===== config.mk =====
export PLATFORM = sky130hd
export DESIGN_NAME = maze_map_mem
export DESIGN_NICKNAME = d
export VERILOG_FILES = /design/src/rtl/maze_map_mem.sv
export SDC_FILE = /design/constraint.sdc
export NUM_CORES = 1
export LEC_CHECK = 0
export BUFFER_PORTS_ARGS = -buffer_cell sky130_fd_sc_hd__buf_2
export CORE_UTILIZATION = 50
export CTS_BUF_LIST = sky130_fd_sc_hd__clkbuf_8 sky130_fd_sc_hd__clkbuf_16
export CTS_CLUSTER_DIAMETER = 100
export DETAILED_ROUTE_END_ITERATION = 7
export GPL_ROUTABILITY_DRIVEN = 0
export PLACE_DENSITY_LB_ADDON = 0.05
export SETUP_SLACK_MARGIN = 0.4
export SYNTH_ARGS = -nofsm -noshare
export SYNTH_HDL_FRONTEND = slang
export SYNTH_SLANG_ARGS = --single-unit

===== constraint.sdc =====
create_clock -name clk -period 2.3 [get_ports clk]
set_input_delay 0.23 -clock clk [delete_from_list [all_inputs] [get_ports clk]]
set_output_delay 0.23 -clock clk [all_outputs]
set_load 0.01 [all_outputs]

===== src/rtl/maze_map_mem.sv =====
// Maze map memory: 16x16 grid of wall and visited bits. Walls are loaded row by
// row through a valid/ready port; the solver reads "blocked" and writes visited.
module maze_map_mem #(
    parameter int ROW_BITS = 4,
    parameter int COL_BITS = 4
) (
    input  logic                         clk,
    input  logic                         rst,
    input  logic                         ld_start,
    input  logic                         ld_valid,
    input  logic [2**COL_BITS-1:0]       ld_row,
    output logic                         ld_ready,
    output logic                         ld_done,
    input  logic                         clr_start,
    output logic                         busy,
    input  logic [ROW_BITS+COL_BITS-1:0] addr,
    input  logic                         rd,
    input  logic                         wr,
    input  logic                         din,
    output logic                         dout
);

    localparam int ROWS = 2**ROW_BITS;
    localparam int COLS = 2**COL_BITS;
    localparam logic [ROW_BITS-1:0] LAST_ROW = ROW_BITS'(ROWS - 1);

    typedef enum logic [1:0] {
        S_IDLE,
        S_LOAD,
        S_READY,
        S_CLEAR
    } state_e;

    state_e              state_q, state_d;
    logic [ROW_BITS-1:0] cnt_q, cnt_d;
    logic                ld_done_q, ld_done_d;
    logic [COLS-1:0]     wall_q [ROWS];
    logic [COLS-1:0]     visit_q [ROWS];

    logic                accept;
    logic [ROW_BITS-1:0] row_sel;
    logic [COL_BITS-1:0] col_sel;

    assign row_sel  = addr[ROW_BITS+COL_BITS-1:COL_BITS];
    assign col_sel  = addr[COL_BITS-1:0];
    assign ld_ready = (state_q == S_LOAD);
    assign busy     = (state_q == S_LOAD) || (state_q == S_CLEAR);
    assign accept   = ld_valid && ld_ready;
    assign ld_done  = ld_done_q;

    // Read path: zero latency, and fail-safe "blocked" while the map is in flux.
    assign dout = rd && (busy || wall_q[row_sel][col_sel] || visit_q[row_sel][col_sel]);

    // Next-state logic for the load/clear sequencer and its row counter.
    always_comb begin
        state_d   = state_q;
        cnt_d     = cnt_q;
        ld_done_d = 1'b0;
        unique case (state_q)
            S_IDLE: begin
                if (ld_start) begin
                    state_d = S_LOAD;
                    cnt_d   = '0;
                end
            end
            S_LOAD: begin
                if (accept) begin
                    if (cnt_q == LAST_ROW) begin
                        state_d   = S_READY;
                        ld_done_d = 1'b1;
                        cnt_d     = '0;
                    end else begin
                        cnt_d = cnt_q + ROW_BITS'(1);
                    end
                end
            end
            S_READY: begin
                // A simultaneous load request takes priority over a clear request.
                if (ld_start) begin
                    state_d = S_LOAD;
                    cnt_d   = '0;
                end else if (clr_start) begin
                    state_d = S_CLEAR;
                    cnt_d   = '0;
                end
            end
            S_CLEAR: begin
                if (cnt_q == LAST_ROW) begin
                    state_d = S_READY;
                    cnt_d   = '0;
                end else begin
                    cnt_d = cnt_q + ROW_BITS'(1);
                end
            end
            default: state_d = S_IDLE;
        endcase
    end

    // Sequencer state, row counter and the registered ld_done pulse.
    always_ff @(posedge clk or negedge rst) begin
        if (!rst) begin
            state_q   <= S_IDLE;
            cnt_q     <= '0;
            ld_done_q <= 1'b0;
        end else begin
            // NOTE: sequential state uses non-blocking assignments so every register
            // samples the pre-edge values, regardless of statement order.
            state_q   <= state_d;
            cnt_q     <= cnt_d;
            ld_done_q <= ld_done_d;
        end
    end

    // Map storage: row loads, row-by-row visited clear, and solver visited writes.
    always_ff @(posedge clk or negedge rst) begin
        if (!rst) begin
            // NOTE: the map is held in flops and reset explicitly, because a reset
            // must discard any partial load and leave every cell reading open.
            for (int r = 0; r < ROWS; r++) begin
                wall_q[r]  <= '0;
                visit_q[r] <= '0;
            end
        end else begin
            unique case (state_q)
                S_LOAD: begin
                    if (accept) begin
                        wall_q[cnt_q]  <= ld_row;
                        visit_q[cnt_q] <= '0;
                    end
                end
                S_CLEAR: visit_q[cnt_q] <= '0;
                S_READY: begin
                    if (wr) begin
                        visit_q[row_sel][col_sel] <= din;
                    end
                end
                default: ;
            endcase
        end
    end

endmodule


After elaboration in Yosys (flattened, before gate mapping)
Cells that the tools add are included.
{"block": "op_classes", "add_sub_neg": 1, "div_mod_pow": 0, "n_mux": 36, "n_eq_ne": 8, "magnitude_cmp": 6, "n_mul": 0, "reduce_logical": 13, "bitwise": 4, "shifts": 0}
{"cell": "$pmux 256 s3", "count": 1}
{"cell": "$bwmux 256", "count": 2}
{"cell": "$mux 256", "count": 2}
{"cell": "$and 256x256->256", "count": 1}
{"cell": "$not 256->256", "count": 1}
{"cell": "$bmux 16 s4", "count": 2}
{"cell": "$demux 16 s4", "count": 2}
{"cell": "$mux 16", "count": 6}
{"cell": "$mux 4", "count": 5}
{"cell": "$pmux 4 s4", "count": 1}
{"cell": "$ge 5x5->1 const B", "count": 2}
{"cell": "$lt 5x1->1 const B", "count": 2}
{"cell": "$mux 2", "count": 5}
{"cell": "$not 4->5", "count": 2}
{"cell": "$bmux 1 s4", "count": 2}
{"cell": "$pmux 2 s4", "count": 1}
{"cell": "$mux 1", "count": 6}
{"cell": "$reduce_and 3->1", "count": 2}
{"cell": "$logic_and 1x1->1", "count": 5}
{"cell": "$lt 4x5->1 const B", "count": 1}
{"cell": "$add 4x1->4 const B", "count": 1}
{"cell": "$demux 1 s4", "count": 1}
{"cell": "$eq 2x2->1 const B", "count": 2}
{"cell": "$eq 4x4->1 const B", "count": 1}
{"cell": "other kinds (9)", "count": 12}
{"block": "word_totals", "rom_bits": 0, "n_memories": 0, "output_inout_bits": 4, "ff_bits": 519, "word_cells": 103, "inputBits": 32, "latchBits": 0, "mem_bits_rw": 0}

Longest topological paths before layout
{"block": "logic_depth", "word_depth": 9, "depth_mapped": 12, "ltp_nobuf": 7}

Worst setup path before layout
No wires, ideal clock.
{"block": "synth_timing", "path_type": "input port to output port", "from": "input port addr[5]", "to": "output port dout", "n_path_buf": 4, "cell_stages": 10, "t_arrival_ps": 2224, "required_time_ps": 2070, "path_slack_ps": -154, "path_cell_list": "buf_2 -> buf_2 -> buf_2 -> buf_2 -> mux4_2 -> a22oi_1 -> a21oi_1 -> nor4_1 -> a21oi_1 -> o31a_1"}
{"block": "synth_between", "elab_chain_cells": 9, "elab_cells_between_ends": 14, "cone_classes": "10 x mux; 1 x bitwise; 3 x reduce/logical"}
{"item": "start, declared", "line_no": "16", "source": "input logic [ROW_BITS+COL_BITS-1:0] addr,"}
{"item": "$not 4->5 (not written as such) *", "line_no": "52", "source": "assign dout = rd && (busy || wall_q[row_sel][col_sel] || visit_q[row_sel][col_sel]);"}
{"item": "$bmux 16 s4", "line_no": "52"}
{"item": "$mux 16 (not written as such) (2 in a row)", "line_no": "52"}
{"item": "$bmux 1 s4", "line_no": "52"}
{"item": "$mux 1 (not written as such)", "line_no": "52"}
{"item": "$logic_or 1x1->1", "line_no": "52"}
{"item": "$logic_or 1x1->1 *", "line_no": "52"}
{"item": "$logic_and 1x1->1 *", "line_no": "52"}
{"item": "end, declared", "line_no": "20", "source": "output logic dout"}
Every way passes the cells marked *; elsewhere a longest branch is shown, timed or not. The select of a mux whose other input is x is not followed.

Worst setup path after layout
{"block": "layout_timing", "from": "register wall_q[156] (netlist name)", "to": "output port dout"}
{"block": "layout_between", "elab_chain_cells": 8}
{"item": "start, declared", "line_no": "37", "source": "logic [COLS-1:0] wall_q [ROWS];"}
{"item": "start signal, assigned by index", "line_no": "127", "source": "wall_q[cnt_q] <= ld_row;"}
{"item": "$bmux 16 s4", "line_no": "52"}
{"item": "$mux 16 (not written as such) (2 in a row)", "line_no": "52"}
{"item": "$bmux 1 s4", "line_no": "52"}
{"item": "$mux 1 (not written as such)", "line_no": "52"}
{"item": "$logic_or 1x1->1 (2 in a row)", "line_no": "52"}
{"item": "$logic_and 1x1->1", "line_no": "52"}
Every way passes these cells. The select of a mux whose other input is x is not followed.

==> summary.md <==
| Metric | Value |
|---|---|
| Total grt overflow | 0 |
| Syn_nets | 2,328 |
| Total power | roughly 31,000 uW |
| Post-Syn Area | 25,200 sq um |
| Post-Synthesis Cells | 2,292 |
| Commonest non-fill, non-tap cells in the layout | 514 x dfrtp_1, 474 x o21ai_0, 282 x a21oi_1 |
| Failing checks | setup timing |
| Critical Path AT | 3000 ps |
| Drt drc | 0 |
| CP Class | reg2out |
| Clk_lat worst skew | 630 ps |
| CTS tree | done |
| Avg Synthesized Cell Area | 11.0 sq um |
| Post-synthesis cell type count | 54 |
| H-Tree Depth | 2 |
| Crit-path cells | mux4_2 > a22o_1 > a221oi_2 > o22ai_2 > o311a_4 > o31a_1 > buf_2 |
| Via density | 6.52 |
| Final TNS setup | -930 ps |
| Sequential area share after synthesis | 51.6% |
| Drt first pass iters | 5 |
| Synth area leader | dfrtp_1 |
| Total CTS buffers | between 50 and 60 |
| Fin crit period | ~3200 ps |
| Peak Freq | 310 MHz |
| Cell family with most CP delay | compound AO/OA/AOI/OAI gates |
| Initial antenna violation count | 1 |
| Slew headroom | between 60 and 70% |
| Largest cells by area after synthesis | dfrtp_1 52%, mux2_2 13%, o21ai_0 10% |
| Fin cells | 3,238 |
| Post-DRT Antenna Nets | 0 |
| Num rows | between 80 and 90 |
| Post-Route WL | 93,600 um |
| FF+latch count, synth | 519 |
| Finish-stage setup viols | 1 |
| DR vias | between 20,000 and 25,000 |
| Yosys top cell area share | between 50 and 60% |
| Final Hold Fails | 0 |
| Max clock buf depth | 3 |
| Clock skew | 17.0 ps |
| Worst Tran Pin Value | about 580 ps |
| Vias in the first global route | 20,573 |
| Fin nets | about 2,600 |
| RSZ-0062 raised after global routing | yes |
| First-pass GRT wire length | 134,000 um |
| Max VDD drop | 0.558 mV |
| Die X | between 200 and 250 um |
| P per Cell Area | 964 nW/um^2 |
| Dpl cells | 3,085 |
| Maxcap violations | 0 |
| TritonCTS Sinks | 519 |
| Critical path data required time | 2070 ps |
| All-Layer GR Usage | 35.4% |
| Crit-path slowest cell | mux4_2 |
| HPWL after DPL | 57,800 um |
| Clk pin slew, worst setup/hold paths | 60 ps |
| R2R Setup Slk | 270 ps |
| Status | finished, violations left |
| Root buffer cell | clkbuf_16 |
| Slowest stage delay, CP | 470 ps |
| Leakage | 0.0145 uW |
| Crit end category | primary output |
| Layout cells sized above 1 | 36.2% |
| Final core utilization | 65.4% |
| Hold WS | 53.2 ps |
| WP buf/inv | 1 |
| # IOs | 36 |
| Core Area | roughly 49,000 sq um |
| Height of the die | 226 um |
| Drt wl/cell | 28.9 um |
| PortBufs | 35 |
| Final Max Tran Viols | 0 |
| Fraction of registers with async set/reset | between 90% and 100% |
| Hold Path Class | in2reg |
| Die area | about 51,000 sq um |
| Setup ws final | -930 ps |
| DRT iter0 DRCs | 2,368 |
| Worst Setup Start Kind | flip-flop |
| Crit path max fanout | 2 |
| Period utilisation layout | 140% |
| Dominant synthesized flop cell | dfrtp_1 |
| Initial Utilization | 51.1% |
| Commonest non-fill, non-tap cell in the layout | dfrtp_1 |
| Synth Warn # | 0 |
| Area grow syn2layout | 27.9% |
| Number of synthesized flops with an enable pin | 0 |
| Largest net degree at the start of global routing | 84 |
worst register-to-register path: stages (launching register included):
cell	delay (ps)
dfrtp_1	410
buf_6	120
nor2b_4	130
and2_4	190
buf_6	120
nand2_8	50
buf_6	140
nor2_4	200
clkbuf_16	230
mux2_4	310
cells by family after synthesis:
kind of cell,share of synthesized area [%]
XOR/XNOR,0.0348
adder cells (fa/ha/maj),0.199
multiplexers,20.4
AO/OA/AOI/OAI,19.0
AND/OR/NAND/NOR,5.00
flip-flops,51.6
buffers and inverters,3.83
stage by stage:
stage / setup slack [ps] / cell area [sq um]
2_1_floorplan: -20.5 / 25700
3_3_place_gp: -722 / 28500
6_report: -930 / 32200
5_1_grt: -1000 / 32200
4_1_cts: -933 / 30900
3_5_place_dp: -732 / 28500
area by class of cell:
class | instances | area [sq um]
Inverter | 5 | 18.8
Sequential cell | 519 | 13000
Clock buffer | 71 | 1620
Multi-Input combinational cell | 1554 | 12600
Timing Repair Buffer | 394 | 3930
Tap cell | 664 | 831
Clock inverter | 29 | 238
Antenna cell | 2 | 5.00
Fill cell | 3887 | 17100
routing by layer:
layer  vias up  track usage, %  wire [um]
li1       8919               -          -
met1     10848            49.1      38600
met2      1112            55.9      43200
met3       237            5.48       7280
met4         2            14.2       4490
met5         -               0         13
state kept, by name, summed over array words and instances, names as in the netlist:
signal   count
visit_q    256
ld_done      1
wall_q     256
state_q      2
cnt_q        4
synth_stat cells, types with 7 or more instances:
library cell and n:
clkbuf_1 144, nor2_1 81, a22oi_1 23, o22ai_1 16
mux4_1 8, mux4_2 73, nand2_1 86, nor3_1 39
nor4_1 9, nand2b_1 13, nand3_1 7, o21ai_0 519
o21ai_1 7, a211oi_1 23, dfrtp_1 519, buf_1 10
buf_2 51, mux2_2 286, a21oi_1 283, nor2b_1 10
power breakdown:
part	leakage [uW]	internal [uW]	switching (uW)	total [uW]
registers	0.00689	11200	1380	12600
logic	0.00666	5270	3910	9180
clock network	0.000965	5360	3880	9250
repair_timing:
action,in CTS,in global routing
endpoints found under the setup margin,378,310
gates cloned,5,12
pin swaps,12,22
resized for setup,40,289
setup buffers,13,16
hold endpoints to repair,207,0
hold buffers,5,0
worst paths after layout:
check                                   startpoint                        to  cells past startpoint
max reg2reg                 state_q[0]$_DFFE_PN0P_    wall_q[93]$_DFFE_PN0P_                      9
min in group asynchronous                      rst         ld_done$_DFF_PN0_                      2
min                                      clr_start      cnt_q[3]$_DFFE_PN0P_                      3
max in group asynchronous                      rst  visit_q[102]$_DFFE_PN0P_                      3
max                        wall_q[156]$_DFFE_PN0P_                      dout                      7
min reg2reg                visit_q[96]$_DFFE_PN0P_   visit_q[96]$_DFFE_PN0P_                      2
Note: power is estimated with default switching activity, not from simulation.
